<file path="src/rtl/polar_pkg.sv">
// Shared definitions for the polar ECC wrappers: codeword geometry and
// the deserializer FSM state encoding.
package polar_pkg;

  localparam int CW_WIDTH   = 16;
  localparam int DATA_WIDTH = 8;

  typedef enum logic [1:0] {
    ST_IDLE  = 2'd0,
    ST_ISSUE = 2'd1,
    ST_WAIT  = 2'd2,
    ST_HOLD  = 2'd3
  } polar_deser_state_t;

endpackage

</file>
<file path="src/rtl/polar_cw_deserializer_if.sv">
// Decoded-result valid/ready channel between the deserializer and its consumer.
interface polar_cw_deserializer_if;
  import polar_pkg::*;

  logic                  out_valid;
  logic                  out_ready;
  logic [DATA_WIDTH-1:0] out_data;
  logic                  out_err;

  modport master (output out_valid, output out_data, output out_err, input out_ready);
  modport slave  (input out_valid, input out_data, input out_err, output out_ready);

endinterface

</file>
<file path="src/rtl/polar_cw_fifo.sv">
// Synchronous codeword FIFO; pointers carry an extra wrap bit so full and
// empty are distinguished without a separate occupancy counter.
module polar_cw_fifo #(
  parameter int WIDTH = 16,
  parameter int DEPTH = 4
) (
  input  logic             clk,
  input  logic             rst_n,
  input  logic             push,
  input  logic             pop,
  input  logic [WIDTH-1:0] din,
  output logic [WIDTH-1:0] dout,
  output logic             full,
  output logic             empty
);

  localparam int AW = $clog2(DEPTH);

  logic [WIDTH-1:0] r_mem [DEPTH];
  logic [AW:0]      r_wr_ptr;
  logic [AW:0]      r_rd_ptr;
  logic             w_do_push;
  logic             w_do_pop;

  assign empty = (r_wr_ptr == r_rd_ptr);
  assign full  = (r_wr_ptr[AW] != r_rd_ptr[AW]) &&
                 (r_wr_ptr[AW-1:0] == r_rd_ptr[AW-1:0]);
  assign dout  = r_mem[r_rd_ptr[AW-1:0]];

  // A pop in the same cycle frees the head slot, so a push into a full FIFO is legal then.
  assign w_do_pop  = pop && !empty;
  assign w_do_push = push && (!full || w_do_pop);

  always_ff @(posedge clk) begin
    if (w_do_push) r_mem[r_wr_ptr[AW-1:0]] <= din;
  end

  always_ff @(posedge clk or negedge rst_n) begin
    if (!rst_n) begin
      r_wr_ptr <= '0;
      r_rd_ptr <= '0;
    end else begin
      if (w_do_push) r_wr_ptr <= r_wr_ptr + 1'b1;
      if (w_do_pop)  r_rd_ptr <= r_rd_ptr + 1'b1;
    end
  end

endmodule

</file>
<file path="src/rtl/polar_cw_deserializer.sv">
// Serial-to-codeword front end for the polar ECC decoder: shift register,
// codeword FIFO, decode handshake FSM and saturating statistics.
module polar_cw_deserializer
  import polar_pkg::*;
#(
  parameter int FIFO_DEPTH    = 4,
  parameter int ERR_CNT_WIDTH = 16
) (
  input  logic                     clk,
  input  logic                     rst_n,
  input  logic                     bit_valid,
  input  logic                     bit_in,
  input  logic                     frame_sync,
  output logic [CW_WIDTH-1:0]      ecc_codeword,
  output logic                     ecc_decode_en,
  input  logic [DATA_WIDTH-1:0]    ecc_data,
  input  logic                     ecc_err,
  polar_cw_deserializer_if.master  out_if,
  output logic [ERR_CNT_WIDTH-1:0] err_cnt,
  output logic                     overflow,
  output logic                     misalign,
  input  logic                     clear_stats
);

  function automatic logic [ERR_CNT_WIDTH-1:0] sat_inc(input logic [ERR_CNT_WIDTH-1:0] v);
    return (&v) ? v : v + 1'b1;
  endfunction

  logic [CW_WIDTH-2:0]      r_shreg;
  logic [3:0]               r_cnt;
  logic                     r_misalign;
  logic                     r_overflow;
  logic [ERR_CNT_WIDTH-1:0] r_err_cnt;
  logic [CW_WIDTH-1:0]      r_codeword;
  logic                     r_decode_en;
  logic                     r_out_valid;
  logic [DATA_WIDTH-1:0]    r_out_data;
  logic                     r_out_err;
  polar_deser_state_t       r_state;
  polar_deser_state_t       w_state_nxt;

  logic                     w_word_done;
  logic                     w_push;
  logic                     w_drop;
  logic                     w_pop;
  logic                     w_capture;
  logic                     w_release;
  logic [CW_WIDTH-1:0]      w_word;
  logic [CW_WIDTH-1:0]      w_fifo_dout;
  logic                     w_full;
  logic                     w_empty;

  assign w_word      = {r_shreg, bit_in};
  assign w_word_done = bit_valid && !frame_sync && (r_cnt == 4'd15);
  assign w_push      = w_word_done && (!w_full || w_pop);
  assign w_drop      = w_word_done && w_full && !w_pop;

  polar_cw_fifo #(
    .WIDTH (CW_WIDTH),
    .DEPTH (FIFO_DEPTH)
  ) u_fifo (
    .clk   (clk),
    .rst_n (rst_n),
    .push  (w_push),
    .pop   (w_pop),
    .din   (w_word),
    .dout  (w_fifo_dout),
    .full  (w_full),
    .empty (w_empty)
  );

  // frame_sync realigns the bit counter and discards whatever partial word was in flight.
  always_ff @(posedge clk or negedge rst_n) begin
    if (!rst_n) begin
      r_shreg    <= '0;
      r_cnt      <= '0;
      r_misalign <= 1'b0;
    end else begin
      r_misalign <= 1'b0;
      if (frame_sync) begin
        r_misalign <= (r_cnt != 4'd0);
        if (bit_valid) begin
          r_shreg <= {r_shreg[CW_WIDTH-3:0], bit_in};
          r_cnt   <= 4'd1;
        end else begin
          r_cnt   <= 4'd0;
        end
      end else if (bit_valid) begin
        r_shreg <= {r_shreg[CW_WIDTH-3:0], bit_in};
        r_cnt   <= r_cnt + 4'd1;
      end
    end
  end

  always_comb begin
    w_state_nxt = r_state;
    w_pop       = 1'b0;
    w_capture   = 1'b0;
    w_release   = 1'b0;
    case (r_state)
      ST_IDLE: begin
        if (!w_empty) begin
          w_pop       = 1'b1;
          w_state_nxt = ST_ISSUE;
        end
      end
      ST_ISSUE: w_state_nxt = ST_WAIT;
      ST_WAIT: begin
        w_capture   = 1'b1;
        w_state_nxt = ST_HOLD;
      end
      ST_HOLD: begin
        if (r_out_valid && out_if.out_ready) begin
          w_release   = 1'b1;
          w_state_nxt = ST_IDLE;
        end
      end
      default: w_state_nxt = ST_IDLE;
    endcase
  end

  always_ff @(posedge clk or negedge rst_n) begin
    if (!rst_n) begin
      r_state     <= ST_IDLE;
      r_codeword  <= '0;
      r_decode_en <= 1'b0;
      r_out_valid <= 1'b0;
      r_out_data  <= '0;
      r_out_err   <= 1'b0;
    end else begin
      r_state     <= w_state_nxt;
      r_decode_en <= w_pop;
      if (w_pop) r_codeword <= w_fifo_dout;
      if (w_capture) begin
        r_out_valid <= 1'b1;
        r_out_data  <= ecc_data;
        r_out_err   <= ecc_err;
      end else if (w_release) begin
        r_out_valid <= 1'b0;
      end
    end
  end

  // clear_stats has priority over a simultaneous increment or overflow event.
  always_ff @(posedge clk or negedge rst_n) begin
    if (!rst_n) begin
      r_err_cnt  <= '0;
      r_overflow <= 1'b0;
    end else if (clear_stats) begin
      r_err_cnt  <= '0;
      r_overflow <= 1'b0;
    end else begin
      if (w_capture && ecc_err) r_err_cnt <= sat_inc(r_err_cnt);
      if (w_drop) r_overflow <= 1'b1;
    end
  end

  assign ecc_codeword     = r_codeword;
  assign ecc_decode_en    = r_decode_en;
  assign out_if.out_valid = r_out_valid;
  assign out_if.out_data  = r_out_data;
  assign out_if.out_err   = r_out_err;
  assign err_cnt          = r_err_cnt;
  assign overflow         = r_overflow;
  assign misalign         = r_misalign;

endmodule
</file>
<file path="src/flat_wrapper.sv">
// flat-port wrapper written by rule: the top's interface ports become plain ports
module polar_cw_deserializer_flat import polar_pkg::*;
#(
  parameter int FIFO_DEPTH    = 4,
  parameter int ERR_CNT_WIDTH = 16
)
  (clk, rst_n, bit_valid, bit_in, frame_sync, ecc_codeword, ecc_decode_en, ecc_data, ecc_err, err_cnt, overflow, misalign, clear_stats, out_if_out_valid, out_if_out_data, out_if_out_err, out_if_out_ready);
  polar_cw_deserializer_if out_if_i ();
  input  logic clk;
  input  logic rst_n;
  input  logic bit_valid;
  input  logic bit_in;
  input  logic frame_sync;
  output logic [CW_WIDTH-1:0] ecc_codeword;
  output logic ecc_decode_en;
  input  logic [DATA_WIDTH-1:0] ecc_data;
  input  logic ecc_err;
  output logic [ERR_CNT_WIDTH-1:0] err_cnt;
  output logic overflow;
  output logic misalign;
  input  logic clear_stats;
  output wire logic [$bits(out_if_i.out_valid)-1:0] out_if_out_valid;
  output wire logic [$bits(out_if_i.out_data)-1:0] out_if_out_data;
  output wire logic [$bits(out_if_i.out_err)-1:0] out_if_out_err;
  input wire logic [$bits(out_if_i.out_ready)-1:0] out_if_out_ready;
  assign out_if_out_valid = out_if_i.out_valid;
  assign out_if_out_data = out_if_i.out_data;
  assign out_if_out_err = out_if_i.out_err;
  assign out_if_i.out_ready = out_if_out_ready;
  polar_cw_deserializer #(.FIFO_DEPTH(FIFO_DEPTH), .ERR_CNT_WIDTH(ERR_CNT_WIDTH)) u_core (.clk(clk), .rst_n(rst_n), .bit_valid(bit_valid), .bit_in(bit_in), .frame_sync(frame_sync), .ecc_codeword(ecc_codeword), .ecc_decode_en(ecc_decode_en), .ecc_data(ecc_data), .ecc_err(ecc_err), .out_if(out_if_i), .err_cnt(err_cnt), .overflow(overflow), .misalign(misalign), .clear_stats(clear_stats));
endmodule
</file>
<file path="config.mk">
export PLATFORM = sky130hd
export DESIGN_NAME = polar_cw_deserializer_flat
export DESIGN_NICKNAME = d
export VERILOG_FILES = /design/src/rtl/polar_pkg.sv /design/src/rtl/polar_cw_deserializer_if.sv /design/src/rtl/polar_cw_fifo.sv /design/src/rtl/polar_cw_deserializer.sv /design/src/flat_wrapper.sv
export SDC_FILE = /design/constraint.sdc
export NUM_CORES = 1
export LEC_CHECK = 0
export ABC_CLOCK_PERIOD_IN_PS = 4050
export CAP_MARGIN = 20
export CORE_MARGIN = 5
export CORE_UTILIZATION = 29
export DETAILED_ROUTE_END_ITERATION = 12
export GPL_TIMING_DRIVEN = 0
export PLACE_DENSITY = 0.56
export SLEW_MARGIN = 20
export SYNTH_ARGS = -nofsm -noshare
export SYNTH_HDL_FRONTEND = slang
export SYNTH_SLANG_ARGS = --single-unit
</file>
<file path="constraint.sdc">
create_clock -name clk -period 4.05 [get_ports clk]
set_clock_uncertainty 0.2 [all_clocks]
set_input_delay 1.0125 -clock clk [delete_from_list [all_inputs] [get_ports clk]]
set_output_delay 1.0125 -clock clk [all_outputs]
set_load 0.02 [all_outputs]
</file>
---- After elaboration in Yosys (flattened, before gate mapping) ----
Memories as Yosys holds them, arrays and structs flattened. A register that Yosys moved wholly into a read port is not among the register bits.
Cells that the tools add are included.
word-level totals
  register bits after elaboration ......... 56
  memory bits (writable) .................. 64
  input bits .............................. 16
  output and inout bits ................... 45
  logic and storage cells ................. 74
  memories kept ........................... 1
cells by class
  add/subtract/negate cells ............... 4
  equality and inequality tests ........... 10
  multiplexer cells ....................... 21
  reductions and logical operators ........ 26
memory list
  memory               words  bits a word  read ports  clocked after Yosys merged registers in  wr ports  RTL line             RTL
  u_core.u_fifo.r_mem  4      16           1           1                                        1         polar_cw_fifo.sv:19  logic [WIDTH-1:0] r_mem [DEPTH];
operators with widths
  cell                   count
  $mux 16                3
  $add 16x1->16 const B  1
  $reduce_and 16->1      1
  $mux 1                 13
  $logic_and 1x1->1      10
  $mux 4                 2
  $pmux 2 s4             1
  $reduce_bool 2->1      4
  $add 3x1->3 const B    2
  $logic_not 1->1        5
  $add 4x1->4 const B    1
  $eq 2x2->1 const B     2
  $eq 4x4->1 const B     1
  $mux 2                 2
  $ne 2x2->1 const B     2
  $reduce_and 2->1       2
  $reduce_bool 4->1      1
  $eq 3x3->1             1
  $eq 2x1->1 const B     1
  $eq 2x2->1             1
  $logic_not 2->1        1
  $logic_or 1x1->1       2
  $ne 2x1->1 const B     1
  $ne 1x1->1             1

---- Depth between registers and ports, before layout ----
  depth after elaboration ................. 8
  mapped depth ............................ 7
  gate-level depth less buffers ........... 6

---- Modules after synthesis ----
Synthesis repeated with hierarchy kept, for this count alone.
second synthesis, totals
  cells, all modules ...................... 374
  area, all modules ....................... 5,710.5 um^2
modules (own cells, without submodules)
  module                 instances  cells each  area an instance (um^2)  seq. area each (um^2)
  polar_cw_deserializer  1          244         2,944.1                  1,651.6
  polar_cw_fifo          1          130         2,766.4                  2,072.0

---- Worst setup path after synthesis ----
Ideal clock, no wire load.
  kind .................................... in2reg
  from .................................... in bit_valid
  to ...................................... mem u_core.u_fifo.r_mem[0][0] (enable)
  setup time .............................. 0.374 ns
  arrival ................................. 1.986 ns
  slack ................................... 1.490 ns
  cell stages on the path ................. 3
  buffers on the path ..................... 0
  cells stage by stage .................... nand4_1 nor3_1 and2_1
on the way
  cells in the longest elaborated chain, start to end .. 6
ends and longest elaborated chain
  element                          RTL line                     RTL
  from (decl)                      flat_wrapper.sv:11           input logic bit_valid;
  $logic_and 1x1->1 (2 in series)  polar_cw_deserializer.sv:54  assign w_word_done = bit_valid && !frame_sync && (r_cnt == 4'd15);
  $logic_and 1x1->1                polar_cw_deserializer.sv:55  assign w_push = w_word_done && (!w_full || w_pop);
  $logic_and 1x1->1                polar_cw_fifo.sv:32          assign w_do_push = push && (!full || w_do_pop);
  $mux 1                           polar_cw_fifo.sv:35          if (w_do_push) r_mem[r_wr_ptr[AW-1:0]] <= din;
  $mux 1 (not written as such)     polar_cw_fifo.sv:35
  to (decl)                        polar_cw_fifo.sv:19
Every way passes these cells.

---- Worst setup path after layout ----
  from .................................... in bit_valid
  to ...................................... mem u_core.u_fifo.r_mem[2][15] (enable)
The elaborated chain is that of the path after synthesis.

==> summary.txt <==
Synthesis
  • Syn Inst Count: 341
  • Avg Synthesized Cell Area: 16.1 um^2
  • Synthesized flop and latch total: 136
  • Count of cell types in the netlist: 39
  • Area contributors post-synth: edfxtp_1, dfrtp_1, mux2_2, mux4_2, ha_1
  • Yosys top cell by area: edfxtp_1
  • Synth Flop Type: dfrtp_1
  • Synth Warn #: 0
  • Ys async rst share: 52.9%
  • Syn Nets: 369
  • Post-synthesis sequential area ratio: 67.7%
  • EDFF count, synth: 64
  • Area share of the largest cell type after synthesis: 35.0%
  • Synthesized area: 0.00550 mm^2

Critical path
  • Worst Setup Path Type: input port to register
  • Crit start category: input port
  • CP arrival: 2930 ps
  • WP buf/inv: 1
  • Crit path max-delay family: simple AND/OR/NAND/NOR gates
  • Reg2reg setup slack: 1110 ps
  • Worst path max stage delay: 830 ps
  • Crit path required time: slightly below 4000 ps
  • CP max stage cell: and2_1
  • CP Cell Sequence: clkdlybuf4s50_1 > nand4_1 > nor3_1 > and2_1
  • Crit Path Max Fanout: 16
  • Crit. End Element: register

Floorplanning
  • Die footprint: 0.0218 mm^2
  • Starting Density: between 20% and 30%
  • IO Pins: 61
  • Die Ht: 148 um
  • Core area: approximately 0.019 mm^2
  • Die X: 148 um
  • FP Rows: 50

Power
  • Leak: approximately 2.7 nW
  • Maximum vdd drop: a little over 0.3 mV
  • Power density cells: 479 mW/mm^2
  • Power, Total: 3.36 mW

Final layout
  • Final net count: 448
  • Diodes inserted: 0
  • Layout area overhead: 27.7%
  • Layout Cell Area excl Fill: between 0.007 and 0.008 mm^2
  • Layout cells sized above 1: 23.1%
  • Fill cells: 1,761

Flow run
  • Total of max-cap violations: 0

Timing
  • Final setup fails: 0
  • Max-slew violations: 0
  • Period utilization: about three quarters
  • Slew Limit Headroom: a little over a third
  • Crit path setup slack, layout: approximately 950 ps
  • Post-Route Setup TNS: 0 ps
  • Fin. Hold Viols: 0
  • Slew @ Worst Pin: 953 ps
  • RSZ-0062 raised after global routing: no
  • Min Hold Slack: approximately 290 ps
  • Final min period: 3100 ps
  • Max Freq: 322 MHz

Placement
  • GP Congestion: around 0.76
  • PortBufs: 59
  • Post-DP Area: 0.00641 mm^2
  • Detailed Place HPWL: 7.00 mm
  • Setup WS pre-CTS: between 400 and 500 ps

CTS
  • CTS Buffer Depth: 2
  • Worst-Skew Late Latency: 410 ps
  • Cts repair resizes: 0
  • Hold Buf Count CTS: 0
  • Reg clk slew, reported paths: ~60 ps
  • CTS tree: done
  • Postcts setup bufs: 0
  • Sink Count: about 140
  • CTS Root Buffer Type: clkbuf_16
  • H-tree depth: 4
  • Inserted Clock Buffers: 17

Global routing
  • Largest net degree at the start of global routing: between 50 and 60
  • Vias in the first global route: 3,279
  • First-pass GRT wire length: 17.7 mm
  • Congestion Overflow GR: 0
  • Overall routing resource usage: about a tenth
  • Initial antenna violation count: 0

Drt
  • Post-Route WL: 10.7 mm
  • Via density per instance: 4.63
  • Antenna-violating nets left: 0
  • Initial drt markers: about 150
  • Wirelength per Cell: approximately 16 um
  • Vias: 3,084
  • Residual DRC: 0
  • Detailed Routing Iterations Pass 1: 4

Status
  • Status: completed

Worst hold path
  • Hold Crit Class: register to register
==> stage by stage <==
| step | cells | util, % |
|---|---|---|
| 2_1_floorplan | 341 | - |
| 4_1_cts | 666 | 37.5 |
| 3_3_place_gp | 634 | 34.1 |
| 6_report | 666 | 37.5 |
| 5_1_grt | 666 | 37.5 |
| 3_5_place_dp | 635 | 34.2 |
==> metal layers <==
layer  part of all wire, %  GRT usage [%]  vias up
met1                    44           12.5     1580
met4                   1.7           4.43        0
met2                    51           17.4       45
met3                   3.7           3.22       17
li1                      -              -     1442
met5                     0              0        -
==> Yosys cell counts, types with 2 or more instances <==
library cell  number
a21oi_1           13
and2_1             4
and3_1             2
buf_1              3
buf_2              6
clkbuf_1           3
dfrtp_1           72
edfxtp_1          64
ha_1              12
inv_1             12
mux2_2            42
mux2i_1            2
mux4_2            16
nand2_1            9
nand3_1            6
nand4_1            7
nor2_1            11
nor3_1             2
o21ai_0           10
o31ai_1            6
or3_1              7
or4_1              6
xnor2_1            3
xor2_1             8
==> registers in the layout, indices dropped and copies added (netlist names), 2 cells and up <==
signal and cells:
u_core.u_fifo.r_mem 64, u_core.ecc_codeword 16, u_core.err_cnt 16, u_core.r_shreg 15, u_core.out_if.out_data 8, u_core.r_cnt 4
u_core.u_fifo.r_rd_ptr 3, u_core.u_fifo.r_wr_ptr 3, u_core.r_state 2
==> layout make-up <==
| cell class | count | area [um^2] | share of cell area, % |
|---|---|---|---|
| buffer | 13 | 60.1 | 0.855 |
| clock buffer | 21 | 470 | 6.70 |
| clock inverter | 10 | 144 | 2.05 |
| inverter | 12 | 45.0 | 0.642 |
| multi-input combinational | 180 | 1670 | 23.8 |
| sequential | 136 | 3720 | 53.0 |
| tap | 234 | 293 | 4.17 |
| timing repair buffer | 60 | 616 | 8.77 |
==> worst paths after layout <==
kind | from | end | depth (start not counted)
max | bit_valid | u_core.u_fifo.r_mem[2][15] | 4
min | u_core.u_fifo.r_rd_ptr[2] | u_core.u_fifo.r_rd_ptr[2] | 1
max reg2reg | u_core.u_fifo.r_rd_ptr[0] | u_core.u_fifo.r_mem[2][15] | 5
min reg2reg | u_core.u_fifo.r_rd_ptr[2] | u_core.u_fifo.r_rd_ptr[2] | 1
max in group asynchronous | rst_n | u_core.out_if.out_data[0] | 2
min in group asynchronous | rst_n | u_core.ecc_codeword[8] | 1
==> cells by family after synthesis <==
family          synth area share [%]
xor+xnor                        1.75
simple gates                    5.85
fa+ha+maj                       2.73
buf+inv                         1.91
mux                             15.5
compound gates                  4.51
flops                           67.7
==> power breakdown <==
part,leakage (nW),switching (mW),internal [mW]
Combinational,0.910,0.0472,0.0663
Clock,0.292,0.575,1.02
Sequential,1.53,0.0825,1.57
==> placed cells by master (no fill, tap or decap), types with 2 or more instances in the layout <==
| cell | n |
|---|---|
| nand2_1 | 9 |
| clkbuf_16 | 17 |
| or4_1 | 6 |
| and3_1 | 2 |
| edfxtp_1 | 64 |
| mux2_2 | 42 |
| mux2i_1 | 2 |
| dfrtp_1 | 72 |
| inv_1 | 12 |
| nor3_1 | 2 |
| bufinv_16 | 3 |
| clkdlybuf4s50_1 | 58 |
| xor2_1 | 8 |
| ha_1 | 12 |
| clkbuf_1 | 4 |
| inv_6 | 2 |
| o31ai_1 | 6 |
| a21oi_1 | 13 |
| mux4_2 | 16 |
| buf_1 | 3 |
| buf_2 | 6 |
| o21ai_0 | 10 |
| and2_1 | 4 |
| nand3_1 | 6 |
| buf_4 | 2 |
| clkbuf_8 | 3 |
| nor2_1 | 11 |
| or3_1 | 7 |
| clkinvlp_4 | 3 |
| nand4_1 | 7 |
| xnor2_1 | 3 |
==> worst reg2reg max path: stages, from the launching register on <==
cell	delay (ps)
dfrtp_1	350
buf_2	310
xor2_1	270
nor4b_1	140
nor3_1	450
and2_1	830
(Power assumes the default switching activity.)
